==> src/rtl/pipe_skid_stage.sv <==
// -----------------------------------------------------------------------------
// pipe_skid_stage
//
// Two-entry registered pipeline stage (main + skid) that sits between fetch and
// decode. Downstream outputs come only from the main registers, so there is no
// combinational path from the upstream side to the downstream side. InReady
// depends only on registered occupancy, which lets upstream keep streaming for
// one extra cycle after downstream stalls; that payload lands in the skid entry.
//
// Ports
//   Clk        : clock, all state changes on the rising edge
//   Rst        : synchronous active-high reset (overrides flush and handshakes)
//   InValid    : upstream payload valid
//   InReady    : stage accepts a payload this cycle (not full)
//   InAddr     : upstream instruction address
//   InInst     : upstream instruction
//   OutValid   : downstream payload valid
//   OutReady   : downstream accepts the payload
//   OutAddr    : instruction address presented to decode
//   OutInst    : instruction presented to decode
//   StallIn    : control-unit hold request, freezes the output side
//   FlushIn    : control-unit jump/flush request, empties the stage
//   Occupancy  : number of buffered entries (0..2)
//   StallCount : saturating count of cycles where a valid output was held
// -----------------------------------------------------------------------------
module pipe_skid_stage #(
    parameter int                    ADDR_WIDTH = 64,
    parameter int                    INST_WIDTH = 32,
    parameter logic [ADDR_WIDTH-1:0] ADDR_INIT  = ADDR_WIDTH'(64'h8000_0000),
    parameter logic [INST_WIDTH-1:0] INST_INIT  = INST_WIDTH'(32'h0000_0013),
    parameter int                    CNT_WIDTH  = 16
) (
    input  logic                  Clk,
    input  logic                  Rst,
    input  logic                  InValid,
    output logic                  InReady,
    input  logic [ADDR_WIDTH-1:0] InAddr,
    input  logic [INST_WIDTH-1:0] InInst,
    output logic                  OutValid,
    input  logic                  OutReady,
    output logic [ADDR_WIDTH-1:0] OutAddr,
    output logic [INST_WIDTH-1:0] OutInst,
    input  logic                  StallIn,
    input  logic                  FlushIn,
    output logic [1:0]            Occupancy,
    output logic [CNT_WIDTH-1:0]  StallCount
);

    // The state encoding doubles as the occupancy count.
    typedef enum logic [1:0] {
        EMPTY = 2'd0,
        ONE   = 2'd1,
        FULL  = 2'd2
    } stateT;

    stateT                 state, stateNext;
    logic [ADDR_WIDTH-1:0] mainAddr, mainAddrNext;
    logic [INST_WIDTH-1:0] mainInst, mainInstNext;
    logic [ADDR_WIDTH-1:0] skidAddr, skidAddrNext;
    logic [INST_WIDTH-1:0] skidInst, skidInstNext;
    logic [CNT_WIDTH-1:0]  stallCnt, stallCntNext;

    logic inFire;
    logic outOk;
    logic outFire;

    assign InReady    = (state != FULL);
    assign OutValid   = (state != EMPTY);
    assign OutAddr    = mainAddr;
    assign OutInst    = mainInst;
    assign Occupancy  = state;
    assign StallCount = stallCnt;

    assign inFire  = InValid & InReady;
    assign outOk   = OutReady & ~StallIn;
    assign outFire = OutValid & outOk;

    // Next-state and datapath selection. Flush wins over every handshake and
    // drops any payload accepted in the same cycle. Whenever the stage drains
    // to EMPTY the main entry is reloaded with the NOP bubble so decode sees a
    // clean, known value while OutValid is low. The stall counter lives here
    // too and ignores flush: a held valid output counts no matter what the
    // control unit does in that cycle.
    always_comb begin
        stateNext    = state;
        mainAddrNext = mainAddr;
        mainInstNext = mainInst;
        skidAddrNext = skidAddr;
        skidInstNext = skidInst;
        stallCntNext = stallCnt;

        if (OutValid && !outOk && (stallCnt != {CNT_WIDTH{1'b1}})) begin
            stallCntNext = stallCnt + CNT_WIDTH'(1);
        end

        if (FlushIn) begin
            stateNext    = EMPTY;
            mainAddrNext = ADDR_INIT;
            mainInstNext = INST_INIT;
            skidAddrNext = ADDR_INIT;
            skidInstNext = INST_INIT;
        end else begin
            case (state)
                EMPTY: begin
                    if (inFire) begin
                        stateNext    = ONE;
                        mainAddrNext = InAddr;
                        mainInstNext = InInst;
                    end
                end
                ONE: begin
                    if (inFire && outFire) begin
                        mainAddrNext = InAddr;
                        mainInstNext = InInst;
                    end else if (inFire) begin
                        stateNext    = FULL;
                        skidAddrNext = InAddr;
                        skidInstNext = InInst;
                    end else if (outFire) begin
                        stateNext    = EMPTY;
                        mainAddrNext = ADDR_INIT;
                        mainInstNext = INST_INIT;
                    end
                end
                FULL: begin
                    if (outFire) begin
                        stateNext    = ONE;
                        mainAddrNext = skidAddr;
                        mainInstNext = skidInst;
                    end
                end
                default: begin
                    stateNext    = EMPTY;
                    mainAddrNext = ADDR_INIT;
                    mainInstNext = INST_INIT;
                end
            endcase
        end
    end

    // State and payload registers. Reset discards both entries immediately,
    // even when the stage is full, and clears the stall counter.
    always_ff @(posedge Clk) begin
        if (Rst) begin
            state    <= EMPTY;
            mainAddr <= ADDR_INIT;
            mainInst <= INST_INIT;
            skidAddr <= ADDR_INIT;
            skidInst <= INST_INIT;
            stallCnt <= '0;
        end else begin
            state    <= stateNext;
            mainAddr <= mainAddrNext;
            mainInst <= mainInstNext;
            skidAddr <= skidAddrNext;
            skidInst <= skidInstNext;
            stallCnt <= stallCntNext;
        end
    end

endmodule

==> config.mk <==
export PLATFORM = sky130hd
export DESIGN_NAME = pipe_skid_stage
export DESIGN_NICKNAME = d
export VERILOG_FILES = /design/src/rtl/pipe_skid_stage.sv
export SDC_FILE = /design/constraint.sdc
export NUM_CORES = 1
export LEC_CHECK = 0
export BUFFER_PORTS_ARGS = -buffer_cell sky130_fd_sc_hd__buf_2
export CORE_MARGIN = 2
export CORE_UTILIZATION = 49
export DETAILED_ROUTE_END_ITERATION = 8
export GPL_TIMING_DRIVEN = 0
export PLACE_DENSITY = 0.82
export SYNTH_ARGS = -nofsm -noshare
export SYNTH_HDL_FRONTEND = slang
export SYNTH_SLANG_ARGS = --single-unit
==> constraint.sdc <==
create_clock -name Clk -period 1.7 [get_ports Clk]
set_input_delay 0.255 -clock Clk [delete_from_list [all_inputs] [get_ports Clk]]
set_output_delay 0.255 -clock Clk [all_outputs]
set_load 0.01 [all_outputs]
Word level (Yosys, flattened, before mapping) --
Index checks and enable logic that the tools add are counted.
Storage, ports and cells: memory bits (writable) 0, latch bits 0, bits in registers 210, bits of input ports 102, output and inout bits 116, memories kept 0, logic and storage cells 50, bits in read-only memories 0
Operators by class: divide/modulo/power cells 0, add/subtract/negate cells 1, reductions and logical operators 10, multipliers 0, muxes and demuxes 18, shifts and indexed selects 0, bitwise operators 5, $lt $le $gt $ge 0, equality and inequality tests 10
Operator list (number):
- $mux W64 | 5
- $pmux W64 S3 | 1
- $mux W32 | 5
- $pmux W32 S3 | 1
- $add A16 B1 Y16 const B | 1
- $ne A16 B16 Y1 const B | 1
- $mux W2 | 5
- $ne A3 B3 Y1 const B | 3
- $ne A2 B2 Y1 const B | 4
- $reduce_and A4 Y1 | 2
- $pmux W2 S3 | 1
- $and A1 B1 Y1 | 3
- $logic_and A1 B1 Y1 | 3
- $reduce_and A3 Y1 | 1
- $eq A2 B1 Y1 const B | 1
- $eq A2 B2 Y1 const B | 1
- $logic_not A2 Y1 | 1
- $not A1 Y1 | 2
- $reduce_bool A2 Y1 | 1
- $reduce_or A2 Y1 | 1
- $logic_not A1 Y1 | 1

Depth between registers and ports, before layout --
depth after elaboration 7, gate-level depth with buffers 8

Worst setup path after synthesis --
Ideal clock, no wire load.
path type register -> register, start reg stallCnt[0] (netlist: StallCount[0]), end reg stallCnt[7] (netlist: StallCount[7]), data arrival time 1.610 ns, slack -0.025 ns, cell stages (with the launch flop) 7, period minus slack after synthesis 1.725 ns, cell sequence dfxtp_1 ha_1 nand4_1 o41ai_2 buf_4 nor4_1 o21a_1
Between the ends: longest elaborated chain between the ends 2
Ends and longest elaborated chain:
- from (decl) | RTL line 61 | logic [CNT_WIDTH-1:0] stallCnt, stallCntNext;
- from (signal assigned) | RTL line 157 | stallCnt <= stallCntNext;
- branches (longest 2 deep; another with $add A16 B1 Y16)
Parallel ways; which one is timed is not known. A chain may end at the register's enable or synchronous reset.

Worst setup path after layout --
start reg state[0] (netlist: Occupancy[0]), end reg mainAddr[13] (netlist: OutAddr[13])
Between the ends: longest elaborated chain between the ends 5
Ends and longest elaborated chain:
- from (decl) | RTL line 56 | stateT state, stateNext;
- from (signal assigned) | RTL line 152 | state <= stateNext;
- $ne A2 B2 Y1 / $reduce_bool A2 Y1 (equally long branches) | RTL line 67, 68
- $and A1 B1 Y1 (on tied branches) | RTL line 74, 76
- $logic_and A1 B1 Y1 | RTL line 112 | if (inFire && outFire) begin
- $ne A3 B3 Y1 (no source line) / $mux W64 (equally long branches)
- $reduce_and A4 Y1 (no source line) / $pmux W64 S3 (equally long branches)
- to (signal assigned) | RTL line 153 | mainAddr <= mainAddrNext;
- to (decl) | RTL line 57 | logic [ADDR_WIDTH-1:0] mainAddr, mainAddrNext;
Several ways; a longest one is shown, not always the timed one.

==> impl_metrics.yaml <==
run_status:
  outcome: "finished, violations left"
  violations: "negative setup slack"
pwr:
  power_density_nw_per_um2: 830
  p_leak_nw: 5.69
  p_total_mw: 11.8
  vdd_ir_drop_max_v: 0.000657
logic_synthesis:
  yosysTopAreaCell: "dfxtp_1"
  postSynthCellCount: 1283
  synth_ff_type: "dfxtp_1"
  synth_compound_area_share_pct: 25.1
  synth_top_family_by_area: "simple AND/OR/NAND/NOR gates"
  synth_area_leaders: "dfxtp_1, a21oi_1, nand2_1"
  synth_top_area_share_pct: 42.4
  syn_area_per_cell_um2: 7.74
  synth_edf_count: 0
  synth_nets: 1386
  yosysWarnings: 0
  async_flop_share_pct: 0
  yosys_register_bits: 210
  synth_cell_type_count: 46
  synth_area_um2: 9930
  yosys-top-cells-count: "a21oi_1, nand2_1, dfxtp_1"
  synth.area.mux_share_pct: 0
  synth_xor_area_share_pct: 0
  yosys.area_share.simple_pct: 26.2
  post-synth-top-count-cell: "a21oi_1"
  seq_area_frac_synth_pct: 42.4
  synth-adder-area-share_pct: 0.126
route:
  antenna_left: 0
  drt_iter0_drc: 765
  avgViaCountPerCell: 5.60
  vias: 10800
  drc: 0
  drtPass1Iterations: 7
  wl_per_cell_um: 17.8
  drt_wl_total_um: 34300
sta:
  setup_viol: 93
  holdWs_ns: 0.0120
  rsz0062_at_grt: "true"
  slew_headroom_pct: 53.5
  finalClockSkew_ns: 0.00956
  final-hold-violation-count: 0
  period_minus_slack_ns: 1.84
  tightestPinTransition_ns: 0.697
  post-route-period-util_pct: 108
  drv_slew: 0
  fmax_mhz: 545
  setup_ws_ns: -0.135
clock_network:
  cts_sinks: 210
  clk_latency_ns: 0.51
  htreeDepth: 1
  root_buffer: "clkbuf_16"
  cts.path.max_buffers: 3
  cts_buffers: 23
  cts.clk_slew.worst_paths_ns: 0.06
  cts_tree: "built"
setup_path:
  critical_path_class: "flip-flop to flip-flop"
  crit_path_end_kind: "flip-flop"
  cp_data_required_time_ns: 2.06
  arrival_ns: 2.20
  startpoint_type: "flip-flop"
  critical_path_peak_fanout: 8
placed_design:
  dp_cells: 1769
  place_ws_ns: -0.586
  gp_congestion: 0.884
  port_buffers: 216
  post-dp-hpwl_um: 20700
die:
  initial_core_util_pct: 49.5
  die_x_um: 146
  die_area_um2: 21400
  ioPinCount: 218
  rows: 52
  die_y_um: 146
  coreArea_um2: 20000
grt:
  grt_max_degree: 13
  antenna_found_initial: 4
  grt_overflow_total: 0
  grt_pass1_wl_um: 49600
  grtUsageTotal_pct: 28.1
  grt_pass1_vias: 9779
layout:
  final_nets: 1744
  stdcell_count: 1930
  area_growth_pct: 43.0
  final_util_pct: 70.8
  layout-drive-gt1-share_pct: 29.6
min_path:
  worstHoldPathType: "input pin to flip-flop"
run:
  drv_cap: 0
## power by group
part / switching [mW] / internal, mW / leakage (nW) / total, mW
Sequential: 0.0654 / 5.02 / 1.71 / 5.09
Combinational: 0.943 / 0.831 / 3.63 / 1.77
Clock: 2.02 / 2.89 / 0.353 / 4.91
## final timing paths
path	start	end	slack, ns	cells after the start
hold / removal	InInst[17]	skidInst[17]$_SDFFE_PP0P_	0.01	3
setup reg to reg	Occupancy[0]$_SDFFE_PP0P_	OutAddr[13]$_SDFFE_PP0P_	-0.14	7
setup / recovery	Occupancy[0]$_SDFFE_PP0P_	OutAddr[13]$_SDFFE_PP0P_	-0.14	7
hold reg to reg	skidAddr[18]$_SDFFE_PP0P_	skidAddr[18]$_SDFFE_PP0P_	0.45	2
## cell usage in the layout (no fill, tap or decap), types with 10 or more instances in the layout
| cell | count |
|---|---|
| nand2_1 | 264 |
| a21oi_1 | 252 |
| buf_2 | 227 |
| dfxtp_1 | 197 |
| nand2b_1 | 93 |
| and2_1 | 92 |
| dlygate4sd3_1 | 79 |
| o211ai_1 | 73 |
| clkbuf_1 | 56 |
| a21oi_2 | 43 |
| clkbuf_16 | 35 |
| clkbuf_2 | 21 |
| buf_4 | 19 |
| nand2_4 | 18 |
| buf_6 | 17 |
| o211ai_2 | 16 |
| buf_8 | 14 |
| clkbuf_4 | 11 |
| nand2_2 | 10 |
## through the flow
stage / TNS (ns) / instance area [um^2]
finish: -5.27 / 14200
detailed placement: -73.04 / 11300
global placement: -72.16 / 11300
floorplan: 0 / 9930
global route: -9.22 / 14200
CTS: -0.669 / 13200
## timing repair
item / 4_1_cts / 5_1_grt
resized for setup: 80 / 181
endpoints found under the hold margin: 79 / 0
gates cloned: 3 / 15
setup buffers: 15 / 6
pin swaps: 11 / 77
setup endpoints to repair: 173 / 191
hold buffers: 79 / 0
## state kept, by name, indices dropped and copies added, names as in the netlist
name,flops
OutAddr,64
skidAddr,64
OutInst,32
skidInst,32
StallCount,16
Occupancy,2
## per-layer routing
| layer | part of all wire [%] | wire [um] | GRT usage [%] |
|---|---|---|---|
| met2 | 49 | 16800 | 47.5 |
| met4 | 3.2 | 1110 | 10.1 |
| met3 | 8.4 | 2870 | 5.66 |
| met1 | 39 | 13500 | 35.7 |
| met5 | 0 | 0 | 0 |
## critical path, stage by stage, from the launching register on
cell	delay, ns
dfxtp_2	0.33
buf_6	0.13
and3b_2	0.21
or3_4	0.45
buf_16	0.18
buf_8	0.13
o211ai_1	0.13
a21oi_1	0.13
## final cells by class
type                            count  area [um^2]
Clock buffer                       34          637
Antenna cell                        4         10.0
Multi-Input combinational cell    949         5600
Buffer                            120          838
Timing Repair Buffer              334         2440
Clock inverter                      6         83.8
Tap cell                          270          338
Sequential cell                   210         4230
Inverter                            3         13.8
Fill cell                        1522         5850
## kinds of logic after synthesis
logic type / Yosys count
buffers and inverters: 124
AND/OR/NAND/NOR: 529
AO/OA/AOI/OAI: 419
flip-flops: 210
adder cells (fa/ha/maj): 1
Note: power is estimated with default switching activity, not from simulation.
